===== config.mk =====
export PLATFORM = sky130hd
export DESIGN_NAME = nibble_serial_adder_flat
export DESIGN_NICKNAME = d
export VERILOG_FILES = /design/src/rtl/nibble_serial_adder_pkg.sv /design/src/rtl/nibble_serial_adder_if.sv /design/src/rtl/nibble_serial_adder_rca_4b.sv /design/src/rtl/nibble_serial_adder.sv /design/src/flat_wrapper.sv
export SDC_FILE = /design/constraint.sdc
export NUM_CORES = 1
export LEC_CHECK = 0
export BUFFER_PORTS_ARGS = -buffer_cell sky130_fd_sc_hd__clkbuf_2
export CAP_MARGIN = 40
export CORE_MARGIN = 3
export CORE_UTILIZATION = 48
export DETAILED_ROUTE_END_ITERATION = 6
export GPL_TIMING_DRIVEN = 1
export PLACE_DENSITY = 0.76
export SYNTH_ARGS = -nofsm -noshare
export SYNTH_HDL_FRONTEND = slang
export SYNTH_SLANG_ARGS = --single-unit

===== constraint.sdc =====
create_clock -name clk -period 2.9 [get_ports clk]
set_input_delay 0.435 -clock clk [delete_from_list [all_inputs] [get_ports clk]]
set_output_delay 0.435 -clock clk [all_outputs]
set_load 0.1 [all_outputs]

===== src/rtl/nibble_serial_adder_pkg.sv =====
// ---------------------------------------------------------------------------
// nibble_serial_adder_pkg
// Shared definitions for the nibble-serial adder:
//   state_t    - controller states (IDLE, RUN, DONE)
//   NIB_W      - width of one nibble pass through the shared 4-bit adder
//   cnt_width  - width of a counter able to index NIB nibble passes
// ---------------------------------------------------------------------------
package nibble_serial_adder_pkg;

   // Bits handled by one pass through the shared ripple-carry adder.
   localparam int NIB_W = 4;

   // Controller states.
   typedef enum logic [1:0] {
      IDLE = 2'd0,
      RUN  = 2'd1,
      DONE = 2'd2
   } state_t;

   // A counter for a single pass still needs one bit, so the result
   // never collapses to a zero-width vector when WIDTH equals NIB_W.
   function automatic int cnt_width(input int passes);
      int w;
      w = 1;
      while ((1 << w) < passes) begin
         w++;
      end
      return w;
   endfunction

endpackage


===== src/rtl/nibble_serial_adder_if.sv =====
// ---------------------------------------------------------------------------
// nibble_serial_adder_if
// Request/result bundle for the nibble-serial adder.
//   start  - request a new addition (sampled only when the adder is not busy)
//   a, b   - WIDTH-bit operands, captured on the accepted start
//   cin    - carry-in, captured on the accepted start
//   busy   - high while nibble passes are in progress
//   done   - one-cycle completion pulse
//   sum    - WIDTH-bit result
//   cout   - carry-out of the full WIDTH-bit addition
// Modports: master drives the request and reads results; slave is the adder.
// ---------------------------------------------------------------------------
interface nibble_serial_adder_if #(
   parameter int WIDTH = 16
);

   logic             start;
   logic [WIDTH-1:0] a;
   logic [WIDTH-1:0] b;
   logic             cin;
   logic             busy;
   logic             done;
   logic [WIDTH-1:0] sum;
   logic             cout;

   modport master (
      output start,
      output a,
      output b,
      output cin,
      input  busy,
      input  done,
      input  sum,
      input  cout
   );

   modport slave (
      input  start,
      input  a,
      input  b,
      input  cin,
      output busy,
      output done,
      output sum,
      output cout
   );

endinterface


===== src/rtl/nibble_serial_adder_rca_4b.sv =====
// ---------------------------------------------------------------------------
// rca_4b
// Purely combinational 4-bit ripple-carry adder; the only adder in the
// nibble-serial datapath, shared across all nibble passes.
//   a, b  - 4-bit addends
//   cin   - carry into bit 0
//   sum   - 4-bit sum
//   cout  - carry out of bit 3
// ---------------------------------------------------------------------------
module rca_4b
   import nibble_serial_adder_pkg::*;
(
   input  logic [NIB_W-1:0] a,
   input  logic [NIB_W-1:0] b,
   input  logic             cin,
   output logic [NIB_W-1:0] sum,
   output logic             cout
);

   logic [NIB_W:0] carry;

   // Chain of full adders; carry[i] is the carry into bit i.
   always_comb begin
      carry    = '0;
      sum      = '0;
      carry[0] = cin;
      for (int i = 0; i < NIB_W; i++) begin
         sum[i]       = a[i] ^ b[i] ^ carry[i];
         carry[i + 1] = (a[i] & b[i]) | (carry[i] & (a[i] ^ b[i]));
      end
      cout = carry[NIB_W];
   end

endmodule


===== src/rtl/nibble_serial_adder.sv =====
// ---------------------------------------------------------------------------
// nibble_serial_adder
// WIDTH-bit adder that processes one nibble per clock, LSB first, through a
// single time-shared rca_4b. A start in IDLE (or in the DONE cycle) captures
// the operands; busy is high for NIB cycles, then done pulses for one cycle
// with sum/cout valid. sum/cout hold until the first pass of the next
// operation overwrites them.
//   clk  - rising-edge clock
//   rst  - synchronous active-high reset (takes priority over start)
//   bus  - nibble_serial_adder_if slave modport (start/a/b/cin in,
//          busy/done/sum/cout out)
// WIDTH must be a multiple of 4 and at least 4.
// ---------------------------------------------------------------------------
module nibble_serial_adder
   import nibble_serial_adder_pkg::*;
#(
   parameter int WIDTH = 16
) (
   input  logic                  clk,
   input  logic                  rst,
   nibble_serial_adder_if.slave  bus
);

   localparam int NIB   = WIDTH / NIB_W;
   localparam int CNT_W = cnt_width(NIB);

   state_t           state;
   logic [WIDTH-1:0] a_reg;
   logic [WIDTH-1:0] b_reg;
   logic [WIDTH-1:0] sum_reg;
   logic             carry_reg;
   logic             cout_reg;
   logic             busy_reg;
   logic             done_reg;
   logic [CNT_W-1:0] pass_cnt;

   logic [NIB_W-1:0] nib_a;
   logic [NIB_W-1:0] nib_b;
   logic [NIB_W-1:0] nib_sum;
   logic             nib_cout;
   logic             last_pass;

   // Select nibble k of each captured operand for the current pass.
   always_comb begin
      nib_a     = a_reg[int'(pass_cnt) * NIB_W +: NIB_W];
      nib_b     = b_reg[int'(pass_cnt) * NIB_W +: NIB_W];
      last_pass = (pass_cnt == CNT_W'(NIB - 1));
   end

   rca_4b u_rca (
      .a    (nib_a),
      .b    (nib_b),
      .cin  (carry_reg),
      .sum  (nib_sum),
      .cout (nib_cout)
   );

   // Controller and datapath registers. busy and done are registered so
   // start never reaches them combinationally. sum_reg is not touched on an
   // accepted start, which keeps the previous result visible through the
   // first RUN cycle.
   always_ff @(posedge clk) begin
      if (rst) begin
         state     <= IDLE;
         a_reg     <= '0;
         b_reg     <= '0;
         sum_reg   <= '0;
         carry_reg <= 1'b0;
         cout_reg  <= 1'b0;
         busy_reg  <= 1'b0;
         done_reg  <= 1'b0;
         pass_cnt  <= '0;
      end else begin
         case (state)
            IDLE: begin
               done_reg <= 1'b0;
               if (bus.start) begin
                  a_reg     <= bus.a;
                  b_reg     <= bus.b;
                  carry_reg <= bus.cin;
                  pass_cnt  <= '0;
                  busy_reg  <= 1'b1;
                  state     <= RUN;
               end
            end

            RUN: begin
               sum_reg[int'(pass_cnt) * NIB_W +: NIB_W] <= nib_sum;
               carry_reg <= nib_cout;
               if (last_pass) begin
                  cout_reg <= nib_cout;
                  busy_reg <= 1'b0;
                  done_reg <= 1'b1;
                  pass_cnt <= '0;
                  state    <= DONE;
               end else begin
                  pass_cnt <= pass_cnt + CNT_W'(1);
               end
            end

            DONE: begin
               done_reg <= 1'b0;
               // A start here is taken immediately so operations can be
               // issued back to back without an IDLE cycle in between.
               if (bus.start) begin
                  a_reg     <= bus.a;
                  b_reg     <= bus.b;
                  carry_reg <= bus.cin;
                  pass_cnt  <= '0;
                  busy_reg  <= 1'b1;
                  state     <= RUN;
               end else begin
                  state <= IDLE;
               end
            end

            default: begin
               busy_reg <= 1'b0;
               done_reg <= 1'b0;
               state    <= IDLE;
            end
         endcase
      end
   end

   assign bus.busy = busy_reg;
   assign bus.done = done_reg;
   assign bus.sum  = sum_reg;
   assign bus.cout = cout_reg;

endmodule


===== src/flat_wrapper.sv =====
// flat-port wrapper written by rule: the top's interface ports become plain ports
module nibble_serial_adder_flat import nibble_serial_adder_pkg::*;
#(
   parameter int WIDTH = 16
)
  (clk, rst, bus_start, bus_a, bus_b, bus_cin, bus_busy, bus_done, bus_sum, bus_cout);
  nibble_serial_adder_if #(.WIDTH(WIDTH)) bus_i ();
  input  logic clk;
  input  logic rst;
  input wire logic [$bits(bus_i.start)-1:0] bus_start;
  input wire logic [$bits(bus_i.a)-1:0] bus_a;
  input wire logic [$bits(bus_i.b)-1:0] bus_b;
  input wire logic [$bits(bus_i.cin)-1:0] bus_cin;
  output wire logic [$bits(bus_i.busy)-1:0] bus_busy;
  output wire logic [$bits(bus_i.done)-1:0] bus_done;
  output wire logic [$bits(bus_i.sum)-1:0] bus_sum;
  output wire logic [$bits(bus_i.cout)-1:0] bus_cout;
  assign bus_i.start = bus_start;
  assign bus_i.a = bus_a;
  assign bus_i.b = bus_b;
  assign bus_i.cin = bus_cin;
  assign bus_busy = bus_i.busy;
  assign bus_done = bus_i.done;
  assign bus_sum = bus_i.sum;
  assign bus_cout = bus_i.cout;
  nibble_serial_adder #(.WIDTH(WIDTH)) u_core (.clk(clk), .rst(rst), .bus(bus_i));
endmodule

Yosys cells after proc, flatten, opt, wreduce, memory -nomap -nowiden
Index checks and enable logic that the tools add are counted.
{"block": "totals", "romBits": 0, "mem_bits_rw": 0, "inputBits": 36, "n_memories": 0, "wordCells": 64, "register_bits": 56, "latchBits": 0, "out_inout_bits": 19}
{"block": "op_classes", "n_mul": 0, "order_cmp": 0, "add_sub_neg": 2, "n_eq_ne": 6, "reduce_logical": 9, "div": 0, "muxes": 13, "bitwise_logic": 21, "shift": 4}
{"op": "$neg A4 Y33", "count": 1}
{"op": "$shift A4 B33 Y16 const A", "count": 1}
{"op": "$shiftx A4 B33 Y16", "count": 1}
{"op": "$shiftx A16 B5 Y4", "count": 2}
{"op": "$bwmux W16", "count": 1}
{"op": "$reduce_and A2 Y1", "count": 5}
{"op": "$and A1 B1 Y1", "count": 8}
{"op": "$mux W2", "count": 4}
{"op": "$xor A1 B1 Y1", "count": 8}
{"op": "$pmux W2 S3", "count": 1}
{"op": "$eq A2 B2 Y1 const B", "count": 2}
{"op": "$mux W1", "count": 4}
{"op": "$ne A2 B1 Y1 const B", "count": 2}
{"op": "$or A1 B1 Y1", "count": 4}
{"op": "$pmux W1 S2", "count": 2}
{"op": "$pmux W2 S2", "count": 1}
{"op": "$reduce_or A2 Y1", "count": 2}
{"op": "$add A2 B1 Y2 const B", "count": 1}
{"op": "$eq A2 B1 Y1 const B", "count": 1}
{"op": "$logic_not A2 Y1", "count": 1}
{"op": "$ne A2 B2 Y1 const B", "count": 1}
{"op": "$reduce_bool A2 Y1", "count": 1}
{"op": "$not A1 Y1", "count": 1}

Depth between registers and ports, before layout
Gate-level depths: netlist (run 1).
{"block": "logic_depth", "ltp_word": 11, "depth_mapped": 12, "ltp_nobuf": 11}

Hierarchy
Synthesis (run 1) repeated with hierarchy kept, for this count alone.
{"block": "hier_totals", "hier_cells": 276, "area_unflattened_um2": 2541.2}
{"module": "nibble_serial_adder", "area_each_um2": 2423.6, "cells_each": 262, "n_inst": 1}
{"module": "rca_4b", "area_each_um2": 117.6, "cells_each": 14, "n_inst": 1}

Worst setup path before layout (run 1)
Ideal clock, no wire load.
{"block": "synth_path", "kind": "reg2reg", "from": "reg u_core.pass_cnt[0]", "to": "reg u_core.sum_reg[10] (netlist: u_core.bus.sum[10])", "slack_ns": -0.013, "synth_period_minus_slack_ns": 2.913, "required_time_ns": 2.830, "arrival_ns": 2.842, "n_path_buf": 2, "stages_incl_launch_ff": 9, "path_cell_list": "dfxtp_1 > buf_4 > buf_2 > mux4_2 > fa_1 > inv_1 > fa_1 > or4_1 > a21oi_1"}
{"block": "synth_between", "elab_chain_len": 11, "word_cells_on_any_way": 23, "classes_between": "1 x add/sub; 4 x shift; 1 x mux; 17 x bitwise"}
{"item": "from (decl)", "line": "nibble_serial_adder.sv:35", "text": "logic [CNT_W-1:0] pass_cnt;"}
{"item": "from (signal assigned)", "line": "nibble_serial_adder.sv:97", "text": "pass_cnt <= pass_cnt + CNT_W'(1);"}
{"item": "$shiftx A16 B5 Y4, on equally long branches", "line": "nibble_serial_adder.sv:45, nibble_serial_adder.sv:46"}
{"item": "$xor A1 B1 Y1", "line": "nibble_serial_adder_rca_4b.sv:28, nibble_serial_adder_rca_4b.sv:29"}
{"item": "$and A1 B1 Y1", "line": "nibble_serial_adder_rca_4b.sv:29", "text": "carry[i + 1] = (a[i] & b[i]) | (carry[i] & (a[i] ^ b[i]));"}
{"item": "$or A1 B1 Y1", "line": "nibble_serial_adder_rca_4b.sv:29"}
{"item": "$and A1 B1 Y1", "line": "nibble_serial_adder_rca_4b.sv:29"}
{"item": "$or A1 B1 Y1", "line": "nibble_serial_adder_rca_4b.sv:29"}
{"item": "$and A1 B1 Y1", "line": "nibble_serial_adder_rca_4b.sv:29"}
{"item": "$or A1 B1 Y1", "line": "nibble_serial_adder_rca_4b.sv:29"}
{"item": "$xor A1 B1 Y1", "line": "nibble_serial_adder_rca_4b.sv:28", "text": "sum[i] = a[i] ^ b[i] ^ carry[i];"}
{"item": "$shiftx A4 B33 Y16", "line": "nibble_serial_adder.sv:88", "text": "sum_reg[int'(pass_cnt) * NIB_W +: NIB_W] <= nib_sum;"}
{"item": "$bwmux W16 (*)", "line": "nibble_serial_adder.sv:88"}
{"item": "to (signal, indexed assignment)", "line": "nibble_serial_adder.sv:88"}
{"item": "to (decl)", "line": "nibble_serial_adder.sv:30", "text": "logic [WIDTH-1:0] sum_reg;"}
Mark *: on every way between the ends. The rest lies on a longest branch, timed or not.
A chain may end at the register's enable or synchronous reset.

Final worst setup path (run 1)
Ends and elaborated chain as after synthesis.

==> qor.yml, run 1 <==
p_sw_w: 0.0004316
nNetsFinal: 368
cp.required_ns: 3.15
pin_count: 55
power.leakage_nw: 1.222
ys_ff_latch: 56
synth_adder_area_share_pct: 6.247
yosys.area_share.simple_pct: 20.86
min_path_type: "input port to flip-flop"
internal_power_w: 0.001101
gp_congestion: 0.8265
setup_viol: 0
fin_tns_setup_ns: 0
die-area_um2: 6073
clockBufferDepth: 2
grt_util_all_layers_pct: 17.53
startpoint: "u_core.pass_cnt[0]$_SDFFE_PP0P_"
finalHoldViolCount: 0
min_period_ns: 2.780
synth_mux_area_share_pct: 8.060
finish.utilization_pct: 59.85
cts_tree: "built"
synth_ff_type: "dfxtp_1"
async_reset_ff_share_pct: 0
power_density_nw_per_um2: 528.2
die_h_um: 77.93
synth_top_family_by_area: "simple AND/OR/NAND/NOR gates"
hold_start: "bus_a[7]"
netlist_area_um2: 2484
cts.sinks: 56
core_area_um2: 4848
die-width_um: 77.93
final_max_slew_viol_count: 0
drt_first_pass_iters: 4
netSwitchingFraction_pct: 28.16
slew_headroom_pct: 59.70
drive_above_1_share_pct: 26.71
wl_um: 4975
synth-edff-count: 0
grt_pass1_vias: 1919
avgRoutedWirePerCell_um: 12.79
max_freq_ghz: 0.3598
syn_to_final_growth_pct: 16.83
synth_warnings: 0
grt_pass1_wl_um: 8549
rsz0062_at_grt: "no"
antenna-diode-count: 0
antenna_found_initial: 0
ir_drop_uv: 345.7
maxCapViolCount: 0
post_cts_buffers: 0
startpoint_type: "flip-flop"
combPwrFrac_pct: 17.2
overflow: 0
critPathArrivalTime_ns: 3.03
yosys.cell_types.count: 36
clkPwrFrac_pct: 28.6
viasPerCell: 5.098
clock_latency_ns: 0.32
cts-root-buf: "clkbuf_8"
clk_pin_slew_ns: 0.10
antenna_left: 0
endpoint_kind: "flip-flop"
postSynthNetCount: 318
worst_pin_slew_ns: 0.6037
skew_ns: 0.006886
synthCells: 272
synth_compound_area_share_pct: 13.80
grt_max_degree: 34
synth-xor-area-share_pct: 0
start_util_pct: 51.23
crit_fanout: 4
rr_startpoint: "u_core.pass_cnt[0]$_SDFFE_PP0P_"
p_seq_share_pct: 54.2
port_buffers: 54
cts_max_level: 2
numCtsBuffers: 5
num_rows: 25
status: "finished clean"
avgSynthCellArea_um2: 9.131
criticalPathCategory: "flip-flop to flip-flop"
via_count: 1983
drc: 0
drtIter0Drc: 77
synth_seq_area_share_pct: 45.14
fillCellCount: 442
post-route-period-util_pct: 95.85
dpl.hpwl_um: 3725
## worst paths after layout
check / depth (start not counted) / endpoint / slack (ns)
setup / recovery: 9 / u_core.bus.sum[10]$_SDFFE_PP0P_ / 0.12
hold / removal: 3 / u_core.a_reg[7]$_SDFFE_PP0P_ / 0.32
setup reg to reg: 9 / u_core.bus.sum[10]$_SDFFE_PP0P_ / 0.12
hold reg to reg: 2 / u_core.bus.sum[9]$_SDFFE_PP0P_ / 0.45
## stage by stage
stage / setup WS [ns] / cell area, um2 / hold WS, ns / total power (W) / std cells
3_5_place_dp: 0.05234 / 2799 / 0.4438 / 0.001112 / 382
5_1_grt: 0.01281 / 2902 / 0.3203 / 0.001607 / 389
4_1_cts: 0.02675 / 2890 / 0.3206 / 0.001541 / 389
2_1_floorplan: 0.04757 / 2486 / 0.4331 / 0.001037 / 272
6_report: 0.1205 / 2902 / 0.3232 / 0.001532 / 389
3_3_place_gp: 0.1444 / 2799 / 0.4395 / 0.001108 / 382
## kinds of logic after synthesis
kind of cell    after synthesis
flops                        56
mux                          10
simple gates                105
fa+ha+maj                    10
compound gates               60
buf+inv                      31
## worst max-delay path, cell delays in order (launching register included)
cell and delay [ns]:
dfxtp_4 0.38, mux4_2 0.50, inv_2 0.07, fa_1 0.16, inv_1 0.05, fa_1 0.38
inv_2 0.07, fa_1 0.44, or4_4 0.53, a21oi_2 0.13
## cell usage after synthesis (2+ instances only)
cell	n	area (um2)
buf_2	9	45.04
inv_1	12	45.04
nor2b_1	3	18.77
nand2_1	74	277.8
buf_6	2	22.52
a21oi_1	46	230.2
o2bb2ai_1	4	35.03
nand4_1	5	31.28
or4_1	3	22.52
fa_1	4	80.08
dfxtp_1	56	1121
clkbuf_1	5	18.77
ha_1	6	75.07
nand3b_4	2	40.04
or3_1	2	12.51
a22o_1	4	35.03
a211oi_1	3	22.52
nor2_1	2	7.510
buf_1	2	7.510
mux4_2	8	180.2
nand2b_1	3	18.77
mux2i_1	2	20.02
nor3_1	2	10.01
## power by group through the flow
stage	registers, W	clock network [W]	logic (W)
5_1_grt	0.000836	0.000476	0.000294
4_1_cts	0.000831	0.000445	0.000265
2_1_floorplan	0.000869	0	0.000169
3_3_place_gp	0.000848	0	0.000260
6_report	0.000831	0.000438	0.000263
3_5_place_dp	0.000849	0	0.000264
## cells in the final DEF, fill, tap and decap left out, drive strengths merged, types with 2 or more instances in the layout
cell type / n
a211oi: 3
a21oi: 46
a22o: 4
buf: 8
clkbuf: 60
dfxtp: 56
fa: 4
ha: 6
inv: 12
mux2i: 2
mux4: 8
nand2: 74
nand2b: 3
nand3b: 3
nand4: 5
nor2: 2
nor2b: 3
nor3: 2
o2bb2ai: 4
or3: 2
or4: 3
## final cells by class
type	count	area [um2]	area share, %
clock inverter	1	8.758	0.3019
inverter	12	45.04	1.552
clock buffer	6	82.58	2.846
timing repair buffer	62	330.3	11.38
sequential	56	1125	38.77
tap	67	83.83	2.889
multi-input combinational	185	1226	42.26
## layer usage
metal	wire length [um]	GRT usage, %
met1	2307	22.04
met2	2333	28.51
met3	255	5.452
met4	78	5.944
met5	0	0
## what timing repair did
item / 4_1_cts / 5_1_grt
setup endpoints to repair: 0 / 3
hold buffers: 0 / 0
endpoints found under the hold margin: 0 / 0
gates resized for setup: 0 / 6
Note: power is estimated with default switching activity, not from simulation.
==> run 2, diff against run 1 <==
- CORE_UTILIZATION: 48 -> 57
- PLACE_DENSITY: 0.76 -> 0.84
- TNS_END_PERCENT: unset -> 100
- clock period: 2.9 -> 3.6 ns (I/O delays scaled with it)
==> run 2 against run 1 <==
  * Sequential power decreased by 19%
  * Non-clock buffer count decreased by 3
  * Maximum frequency decreased by 13%
  * Utilization increased by 10 points
  * Power decreased by 19%
  * Combinational power decreased by 21%
  * Worst hold slack improved by 0.12 ns
  * Sequential share of layout area increased by 0.17 points
  * Global-route usage increased by 3.6 points
  * Critical path type unchanged
  * Largest cell class unchanged
==> qor.yml, run 2 (synthesis results as in run 1) <==
num_rows: 23
critPathArrivalTime_ns: 3.43
clockBufferDepth: 2
syn_to_final_growth_pct: 15.92
layout_commonest_cell: "nand2_1"
crit_fanout: 14
port_buffers: 54
cts_tree: "built"
min_to: "u_core.a_reg[7]$_SDFFE_PP0P_"
skew_ns: 0.005759
core_area_um2: 4115
wl_um: 5129
final_max_slew_viol_count: 0
use_met3_pct: 4.848
die-area_um2: 5185
avgRoutedWirePerCell_um: 13.90
rrSetupSlack_ns: 0.41
rr_startpoint: "u_core.pass_cnt[0]$_SDFFE_PP0P_"
met1_usage_pct: 25.89
grt_util_all_layers_pct: 21.15
top_usage_layer: "met2"
status: "finished clean"
numCtsBuffers: 5
antenna-diode-count: 0
maxCapViolCount: 0
finish.utilization_pct: 69.96
nNetsFinal: 365
endpoint_kind: "flip-flop"
drive_above_1_share_pct: 24.45
cp.required_ns: 3.84
setup_viol: 0
grt_pass1_vias: 1943
criticalPathCategory: "flip-flop to flip-flop"
clk_pin_slew_ns: 0.09
use_met2_pct: 36.12
drt_first_pass_iters: 4
r2r_cells: 7
cts-root-buf: "clkbuf_8"
timing.final.ws_setup_ns: 0.4104
slew_headroom_pct: 57.80
hold_start: "bus_a[7]"
antenna_left: 0
grt_pass1_wl_um: 8631
antenna_found_initial: 0
place_ws_ns: 0.4299
viasPerCell: 5.469
final_cell_mix: "nand2_1 (74), dfxtp_1 (56), clkbuf_2 (54)"
clock_latency_ns: 0.31
drc: 0
grt_max_degree: 33
min_path_type: "input port to flip-flop"
dpl.hpwl_um: 3817
cts.sinks: 56
r2r-end: "u_core.bus.sum[10]$_SDFFE_PP0P_"
worst_pin_slew_ns: 0.6330
rsz0062_at_grt: "no"
holdPathStages: 3
pin_count: 55
power_w: 0.001243
fin_tns_setup_ns: 0
finalHoldViolCount: 0
post_cts_buffers: 0
startpoint_type: "flip-flop"
post-route-period-util_pct: 88.60
max_freq_ghz: 0.3135
cts_max_level: 2
cts_resized: 0
overflow: 0
ir_drop_uv: 273.5
gp_congestion: 0.7882
via_count: 2018
drtIter0Drc: 72
min_period_ns: 3.190
power_density_nw_per_um2: 431.7
die_h_um: 72.01
die-width_um: 72.01
start_util_pct: 60.35
power.leakage_nw: 1.218
ctsHoldBuffers: 0
hold-worst-slack_ns: 0.4402
==> run 2: changes by cell type in the layout (fill, tap and decap cells not counted), sizes merged <==
cell,previous run,this run
clkbuf,60,61
buf,8,5
clkinv,1,0
==> run 2: report_power, final <==
group / switching, W / total, W / internal (W)
logic: 0.000125 / 0.000207 / 0.0000828
registers: 0.0000254 / 0.000674 / 0.000648
clock network: 0.000190 / 0.000362 / 0.000172
==> run 2: critical path, cell delays in order (launching register included) <==
cell and delay (ns):
dfxtp_1 0.64, buf_4 0.29, mux4_2 0.54, fa_1 0.43, inv_1 0.08, fa_1 0.47
or4_1 0.53, a21oi_1 0.15
==> run 2: routing by layer <==
metal	vias up	share of wire (%)
li1	1021	-
met1	938	44
met2	49	50
met3	10	4.7
met4	0	2.2
met5	-	0
==> run 2: stage by stage <==
stage          instance area (um2)  instances
2_1_floorplan                 2484        272
3_3_place_gp                  2740        360
3_5_place_dp                  2783        362
4_1_cts                       2879        369
5_1_grt                       2879        369
6_report                      2879        369
==> run 2: how the worst max path moves through the flow <==
| stage | endpoint | cells past startpoint | from |
|---|---|---|---|
| 6_report | u_core.bus.sum[10]$_SDFFE_PP0P_ | 7 | u_core.pass_cnt[0]$_SDFFE_PP0P_ |
| 4_1_cts | u_core.bus.sum[10]$_SDFFE_PP0P_ | 7 | u_core.pass_cnt[0]$_SDFFE_PP0P_ |
| 3_3_place_gp | u_core.bus.sum[10]$_SDFFE_PP0P_ | 7 | u_core.pass_cnt[0]$_SDFFE_PP0P_ |
| 5_1_grt | u_core.bus.sum[10]$_SDFFE_PP0P_ | 7 | u_core.pass_cnt[0]$_SDFFE_PP0P_ |
| 2_1_floorplan | u_core.bus.sum[10]$_SDFFE_PP0P_ | 8 | u_core.pass_cnt[0]$_SDFFE_PP0P_ |
| 3_5_place_dp | u_core.bus.sum[10]$_SDFFE_PP0P_ | 7 | u_core.pass_cnt[0]$_SDFFE_PP0P_ |
==> run 2: cell type report <==
class	instances	area [um2]
fillers	332	1236
multi-input cells	185	1219
flip-flops and latches	56	1121
repair buffers	59	335.3
clock buffers	7	96.34
well taps	50	62.56
inverters	12	45.04
